`config.mk`:
```
export PLATFORM = sky130hd
export DESIGN_NAME = mem_stage
export DESIGN_NICKNAME = d
export VERILOG_FILES = /design/src/rtl/mem_stage.sv
export SDC_FILE = /design/constraint.sdc
export NUM_CORES = 1
export LEC_CHECK = 0
export ABC_AREA = 1
export CORE_MARGIN = 1.5
export CORE_UTILIZATION = 35
export CTS_BUF_LIST = sky130_fd_sc_hd__clkbuf_4 sky130_fd_sc_hd__clkbuf_8 sky130_fd_sc_hd__clkbuf_16
export CTS_CLUSTER_DIAMETER = 120
export DETAILED_ROUTE_END_ITERATION = 8
export PLACE_DENSITY_LB_ADDON = 0.1
export SLEW_MARGIN = 20
export SYNTH_ARGS = -nofsm -noshare
export SYNTH_HDL_FRONTEND = slang
export SYNTH_SLANG_ARGS = --single-unit
```
`constraint.sdc`:
```
create_clock -name clk -period 12.6 [get_ports clk]
set_clock_uncertainty 0.15 [all_clocks]
set_input_delay 1.89 -clock clk [delete_from_list [all_inputs] [get_ports clk]]
set_output_delay 1.89 -clock clk [all_outputs]
set_load 0.05 [all_outputs]
```
`src/rtl/mem_stage.sv`:
```
`default_nettype none
// ============================================================================
// mem_stage : MEM pipeline stage - data-memory req/ack access, branch resolve,
//             EX forwarding values and the MEM/WB stage register.
//             Optional bus timeout enabled by defining MEM_TIMEOUT_EN.
// Revision  : 1.0
// ============================================================================
module mem_stage #(
  parameter int TIMEOUT_CYCLES = 16
) (
  input  logic        clk,
  input  logic        reset,
  input  logic        WB_EN,
  input  logic        MEM_R_EN,
  input  logic        MEM_W_EN,
  input  logic        MEM_TO_REG,
  input  logic        is_BRANCH,
  input  logic        zero,
  input  logic        TLB_MISS,
  input  logic        supervisor_mode,
  input  logic        WB_SYS_EN,
  input  logic [31:0] regDdata,
  input  logic [31:0] regBdata,
  input  logic [31:0] PCNEXT,
  input  logic [31:0] PC_TO_REG,
  input  logic [4:0]  regD,
  output logic        mem_req,
  output logic        mem_we,
  output logic [31:0] mem_addr,
  output logic [31:0] mem_wdata,
  input  logic        mem_ack,
  input  logic [31:0] mem_rdata,
  output logic        stall,
  output logic        branch_taken,
  output logic [31:0] branch_target,
  output logic        RegW_en_mem,
  output logic [4:0]  mem_regD,
  output logic [31:0] regFromMem,
  output logic        wb_en,
  output logic        wb_sys_en,
  output logic        wb_supervisor,
  output logic        wb_tlb_miss,
  output logic        wb_bus_err,
  output logic [4:0]  wb_regD,
  output logic [31:0] wb_data,
  output logic [31:0] wb_pc
);

  typedef enum logic [1:0] {
    S_IDLE = 2'd0,
    S_WAIT = 2'd1,
    S_DONE = 2'd2
  } state_t;

  state_t      state_q, state_d;
  logic        req_q, req_d;
  logic        we_q, we_d;
  logic [31:0] addr_q, addr_d;
  logic [31:0] wdata_q, wdata_d;
  logic [31:0] rdata_q, rdata_d;
  logic        timeout;
  logic        bus_err_q;
  logic        mem_op;

  logic        wb_en_q, wb_sys_en_q, wb_supervisor_q, wb_tlb_miss_q, wb_bus_err_q;
  logic [4:0]  wb_regD_q;
  logic [31:0] wb_data_q, wb_pc_q;

  assign mem_op = (MEM_R_EN | MEM_W_EN) & ~TLB_MISS;
  assign stall  = ((state_q == S_IDLE) & mem_op) | (state_q == S_WAIT);

`ifdef MEM_TIMEOUT_EN
  localparam int CW = $clog2(TIMEOUT_CYCLES) + 1;
  logic [CW-1:0] cnt_q;

  // Ack wins over timeout when both land on the last allowed WAIT cycle.
  assign timeout = (state_q == S_WAIT) & ~mem_ack & (cnt_q == CW'(TIMEOUT_CYCLES - 1));

  always_ff @(posedge clk or posedge reset) begin
    if (reset) begin
      cnt_q     <= '0;
      bus_err_q <= 1'b0;
    end else begin
      cnt_q     <= ((state_q == S_WAIT) && (state_d == S_WAIT)) ? cnt_q + CW'(1) : '0;
      bus_err_q <= timeout;
    end
  end
`else
  logic unused_timeout_cfg;
  assign unused_timeout_cfg = |TIMEOUT_CYCLES;
  assign timeout   = 1'b0;
  assign bus_err_q = 1'b0;
`endif

  always_comb begin
    state_d = state_q;
    req_d   = req_q;
    we_d    = we_q;
    addr_d  = addr_q;
    wdata_d = wdata_q;
    rdata_d = rdata_q;
    case (state_q)
      S_IDLE: begin
        if (mem_op) begin
          addr_d  = {regDdata[31:2], 2'b00};
          wdata_d = regBdata;
          we_d    = MEM_W_EN;
          req_d   = 1'b1;
          state_d = S_WAIT;
        end
      end
      S_WAIT: begin
        if (mem_ack) begin
          if (!we_q) rdata_d = mem_rdata;
          req_d   = 1'b0;
          we_d    = 1'b0;
          state_d = S_DONE;
        end else if (timeout) begin
          req_d   = 1'b0;
          we_d    = 1'b0;
          state_d = S_DONE;
        end
      end
      S_DONE:  state_d = S_IDLE;
      default: state_d = S_IDLE;
    endcase
  end

  always_ff @(posedge clk or posedge reset) begin
    if (reset) begin
      state_q <= S_IDLE;
      req_q   <= 1'b0;
      we_q    <= 1'b0;
      addr_q  <= '0;
      wdata_q <= '0;
      rdata_q <= '0;
    end else begin
      state_q <= state_d;
      req_q   <= req_d;
      we_q    <= we_d;
      addr_q  <= addr_d;
      wdata_q <= wdata_d;
      rdata_q <= rdata_d;
    end
  end

  // MEM/WB register: a stall inserts a bubble, data fields simply hold.
  always_ff @(posedge clk or posedge reset) begin
    if (reset) begin
      wb_en_q         <= 1'b0;
      wb_sys_en_q     <= 1'b0;
      wb_supervisor_q <= 1'b0;
      wb_tlb_miss_q   <= 1'b0;
      wb_bus_err_q    <= 1'b0;
      wb_regD_q       <= '0;
      wb_data_q       <= '0;
      wb_pc_q         <= '0;
    end else if (stall) begin
      wb_en_q         <= 1'b0;
      wb_sys_en_q     <= 1'b0;
      wb_tlb_miss_q   <= 1'b0;
      wb_bus_err_q    <= 1'b0;
    end else begin
      wb_en_q         <= WB_EN & ~TLB_MISS & ~bus_err_q;
      wb_sys_en_q     <= WB_SYS_EN & ~TLB_MISS;
      wb_supervisor_q <= supervisor_mode;
      wb_tlb_miss_q   <= TLB_MISS;
      wb_bus_err_q    <= bus_err_q;
      wb_regD_q       <= regD;
      wb_data_q       <= MEM_TO_REG ? rdata_q : regDdata;
      wb_pc_q         <= PC_TO_REG;
    end
  end

  assign mem_req       = req_q;
  assign mem_we        = we_q;
  assign mem_addr      = addr_q;
  assign mem_wdata     = wdata_q;
  assign branch_taken  = is_BRANCH & zero;
  assign branch_target = PCNEXT;
  assign RegW_en_mem   = WB_EN & ~MEM_R_EN & ~TLB_MISS;
  assign mem_regD      = regD;
  assign regFromMem    = regDdata;
  assign wb_en         = wb_en_q;
  assign wb_sys_en     = wb_sys_en_q;
  assign wb_supervisor = wb_supervisor_q;
  assign wb_tlb_miss   = wb_tlb_miss_q;
  assign wb_bus_err    = wb_bus_err_q;
  assign wb_regD       = wb_regD_q;
  assign wb_data       = wb_data_q;
  assign wb_pc         = wb_pc_q;

endmodule
`default_nettype wire

```
# After elaboration in Yosys (flattened, before gate mapping)
# Cells that the tools add are included.
# totals
inputBits,177
elab_cells,46
reg_bits,171
output_inout_bits,212
# classes
n_bitwise,12
reduce_logical,6
n_mux,12
n_eq_ne,3
# op_table
op,count
two-way mux 32 bit,1
bitwise AND 1 bit,7
two-way mux 1 bit,6
AND reduction 3 bit,2
two-way mux 2 bit,2
"inequality test 2 bit, second input constant",2
one-hot mux 1 bit (2 select lines),2
one-hot mux 2 bit (2 select lines),1
AND reduction 2 bit,2
inverter 1 bit,3
"equality test 2 x 1 -> 1 bit, second input constant",1
logical NOT 2 bit,1
OR 1 bit,2
nonzero test 2 bit,1

# Depth between registers and ports, before layout
# logic_depth
depth_word,5
depth_mapped,7
ltp_nobuf,6

# Worst setup path before layout
# Ideal clock, no wire load.
# synth_path
path_kind,input to output
startpoint,input TLB_MISS
endpoint,output RegW_en_mem
arrival_ps,2718
path_buffers,0
cell_stages,3
path_slack_ps,7842
required_time_ps,10560
path_cell_list,inv_1 > nand2_1 > nor2_1
# synth_between
elab_chain_len,2
# synth_rtl
element,line,source
"start, declared",19,"input logic TLB_MISS,"
inverter 1 bit,181,assign RegW_en_mem = WB_EN & ~MEM_R_EN & ~TLB_MISS;
bitwise AND 1 bit,181,
"end, declared",36,"output logic RegW_en_mem,"
# No other way between the ends.

# Final worst setup path
# layout_path
startpoint,input MEM_R_EN
endpoint,output stall
# layout_between
elab_chain_len,4
# layout_rtl
element,line,source
"start, declared",14,"input logic MEM_R_EN,"
OR 1 bit,69,assign mem_op = (MEM_R_EN | MEM_W_EN) & ~TLB_MISS;
bitwise AND 1 bit,69,
bitwise AND 1 bit,70,assign stall = ((state_q == S_IDLE) & mem_op) | (state_q == S_WAIT);
OR 1 bit,70,
"end, declared",33,"output logic stall,"
# No other way between the ends.

==> impl_metrics.yaml <==
status:
  outcome: "finished clean"
cells_and_area:
  instances_no_fill: 1408
  nets: 1291
  design_area_mm2: 0.0110
  drive_gt1_share_pct: 4.44
  syn_to_final_growth_pct: 42.9
clock_network:
  cts_resized: 0
  holdBufCountCts: 0
  cts_buffers: 17
  cts.sinks: 171
  clk_latency_ps: 420
  clk_pin_slew_worst_paths_ps: 60
  post_cts.repair.setup_buffers: 0
  htreeDepth: 4
  cts_buffer_depth: 2
  cts-root-buf: "clkbuf_16"
  cts_tree: "done"
synth:
  synth-edff-count: 0
  synth_top_area_cell: "dfrtp_1"
  synth-async-reset-ratio_pct: 100
  ys_seq_elements: 171
  synth_most_common_cell: "nand2_1"
  synth_top_area_share_pct: 55.5
  synth_cell_types: 16
  ys.flop_type: "dfrtp_1"
  syn_area_mm2: 0.00771
  netlist_top_cells_area: "dfrtp_1 (55%), nand2_1 (15%), nand3_1 (11%), buf_4 (7.1%), o21ai_0 (3.3%)"
  ys_top_cells_by_count: "nand2_1 (304), nand3_1 (173), dfrtp_1 (171), buf_4 (73), o21ai_0 (51)"
  syn-instance-count: 894
  yosysWarnings: 0
  ys_seq_area_share_pct: 55.5
  synth.avg_cell_area_um2: 8.63
hold_path:
  min_path_type: "flop to flop"
  hold_start: "rdata_q[14]$_DFFE_PP0P_"
global_route:
  grt_pass1_wl_mm: 35.6
  antenna_found_initial: 1
  grt_use_total_pct: 20.2
  grt_max_degree: 115
  grt_overflow: 0
  grt_pass1_vias: 6375
floorplanning:
  ios: 389
  fp-row-count: 54
  die-area_mm2: 0.0229
  fp.dieW_um: 151
  core_mm2: 0.0217
  die_h_um: 151
  start_util_pct: 35.6
pwr:
  peakVddDrop_mv: 0.105
  power_density_mw_per_mm2: 248
  total_power_mw: 2.74
  p_leak_nw: 5.28
timing:
  tns_ps: 0
  finalSetupViolations: 0
  post-route-period-util_pct: 45.8
  hold_viol_final: 0
  finalHoldWorstSlack_ps: 319
  worstMarginPinSlew_ps: 1040
  rsz0062_at_grt: "false"
  relSlewSlack_pct: 30.5
  fin_crit_ps: 5780
  drv_slew: 0
  fmax_ghz: 0.173
routing:
  vias_per_cell: 4.68
  totalWireLength_mm: 23.0
  wl_per_cell_um: 16.3
  first_iter_violations: 286
  ant_nets: 0
  dr.pass1.iters: 4
  num_vias: 6589
  drc_errors: 0
placement:
  place.gp.congestion: 0.758
  dpl.cell_count: 1375
  hpwlAfterDp_mm: 15.2
  port_buffers: 321
  dpl-instance-area_mm2: 0.0105
critical_path:
  worstRegToRegCells: 6
  critPathRequiredTime_ps: 10560
  crit_type: "primary input to primary output"
  crit_arrival_ps: 3740
  cp_cell_sequence: "clkdlybuf4s50_1 > inv_1 > nand2_1 > nand3_4 > nand2_1 > clkdlybuf4s50_1"
  crit_fanout: 3
  crit_slowest_cell: "clkdlybuf4s50_1"
  critPathLaunchType: "primary input"
  timing.rr.start: "state_q[1]$_DFFE_PP0P_"
  slowest_delay_ps: 840
  rr_endpoint: "wb_pc[29]$_DFFE_PP0N_"
  reg2reg_setup_slack_ps: 9960
  critPathLaunch: "MEM_R_EN"
  endpoint_kind: "primary output"
  cp-endpoint: "stall"
flow_run:
  cap_violations: 0
per-stage QoR:
| stage | worst slack [ps] | utilization, % |
|---|---|---|
| after floorplan | 5930 | - |
| after global placement | 6820 | 48.3 |
| after detailed placement | 6800 | 48.3 |
| after CTS | 6800 | 50.8 |
| after global routing | 6760 | 50.8 |
| final | 6820 | 50.8 |
registers in the layout (all words and copies together) (netlist names):
signal	cells
wb_regD	5
wb_pc	32
mem_we	1
wb_sys_en	1
mem_wdata	32
state_q	2
wb_data	32
wb_tlb_miss	1
wb_en	1
mem_addr	30
rdata_q	32
wb_supervisor	1
mem_req	1
cells by family after synthesis:
| group | synth area share (%) |
|---|---|
| AOI/OAI and AO/OA | 4.15 |
| other | 0.0486 |
| DFF | 55.5 |
| and+or+nand+nor | 26.7 |
| buffers and inverters | 13.7 |
final cells by class:
class / count / area [um2]
antenna: 1 / 2.50
inverter: 43 / 169
fill: 2116 / 10700
clock inverter: 13 / 108
clock buffer: 19 / 447
tap: 280 / 350
timing repair buffer: 329 / 3270
multi-input combinational: 552 / 2400
sequential: 171 / 4280
where the power goes:
part           switching (mW)  leakage [nW]  internal, mW
Combinational           0.929          2.92         0.434
Clock                   0.233         0.262         0.264
Sequential              0.116          2.10         0.759
worst max-delay path, delay by kind of cell:
kind	cells	cell delay, ps
AND/OR/NAND/NOR	3	380
buffers and inverters	3	1460
routing by layer:
metal | global-route usage (%) | up-vias | part of all wire (%)
met5 | 0 | - | 0
met4 | 6.94 | 0 | 1.8
met3 | 6.11 | 36 | 8.6
met2 | 32.2 | 225 | 46
met1 | 26.2 | 3103 | 43
li1 | - | 3225 | -
placed cells by master (no fill, tap or decap), drive strengths merged, types with 7 or more instances in the layout:
cell type / count
clkbuf: 19
nor2: 7
inv: 48
nand2: 304
nand3: 174
buf: 9
o21ai: 64
clkdlybuf4s50: 320
dfrtp: 171
worst min path at each step:
stage / depth (start not counted) / endpoint
2_1_floorplan: 2 / rdata_q[0]$_DFFE_PP0P_
3_3_place_gp: 2 / rdata_q[3]$_DFFE_PP0P_
3_5_place_dp: 2 / rdata_q[3]$_DFFE_PP0P_
4_1_cts: 2 / rdata_q[9]$_DFFE_PP0P_
5_1_grt: 2 / rdata_q[30]$_DFFE_PP0P_
6_report: 2 / rdata_q[14]$_DFFE_PP0P_
No activity file was read; power rests on OpenSTA's default activity.
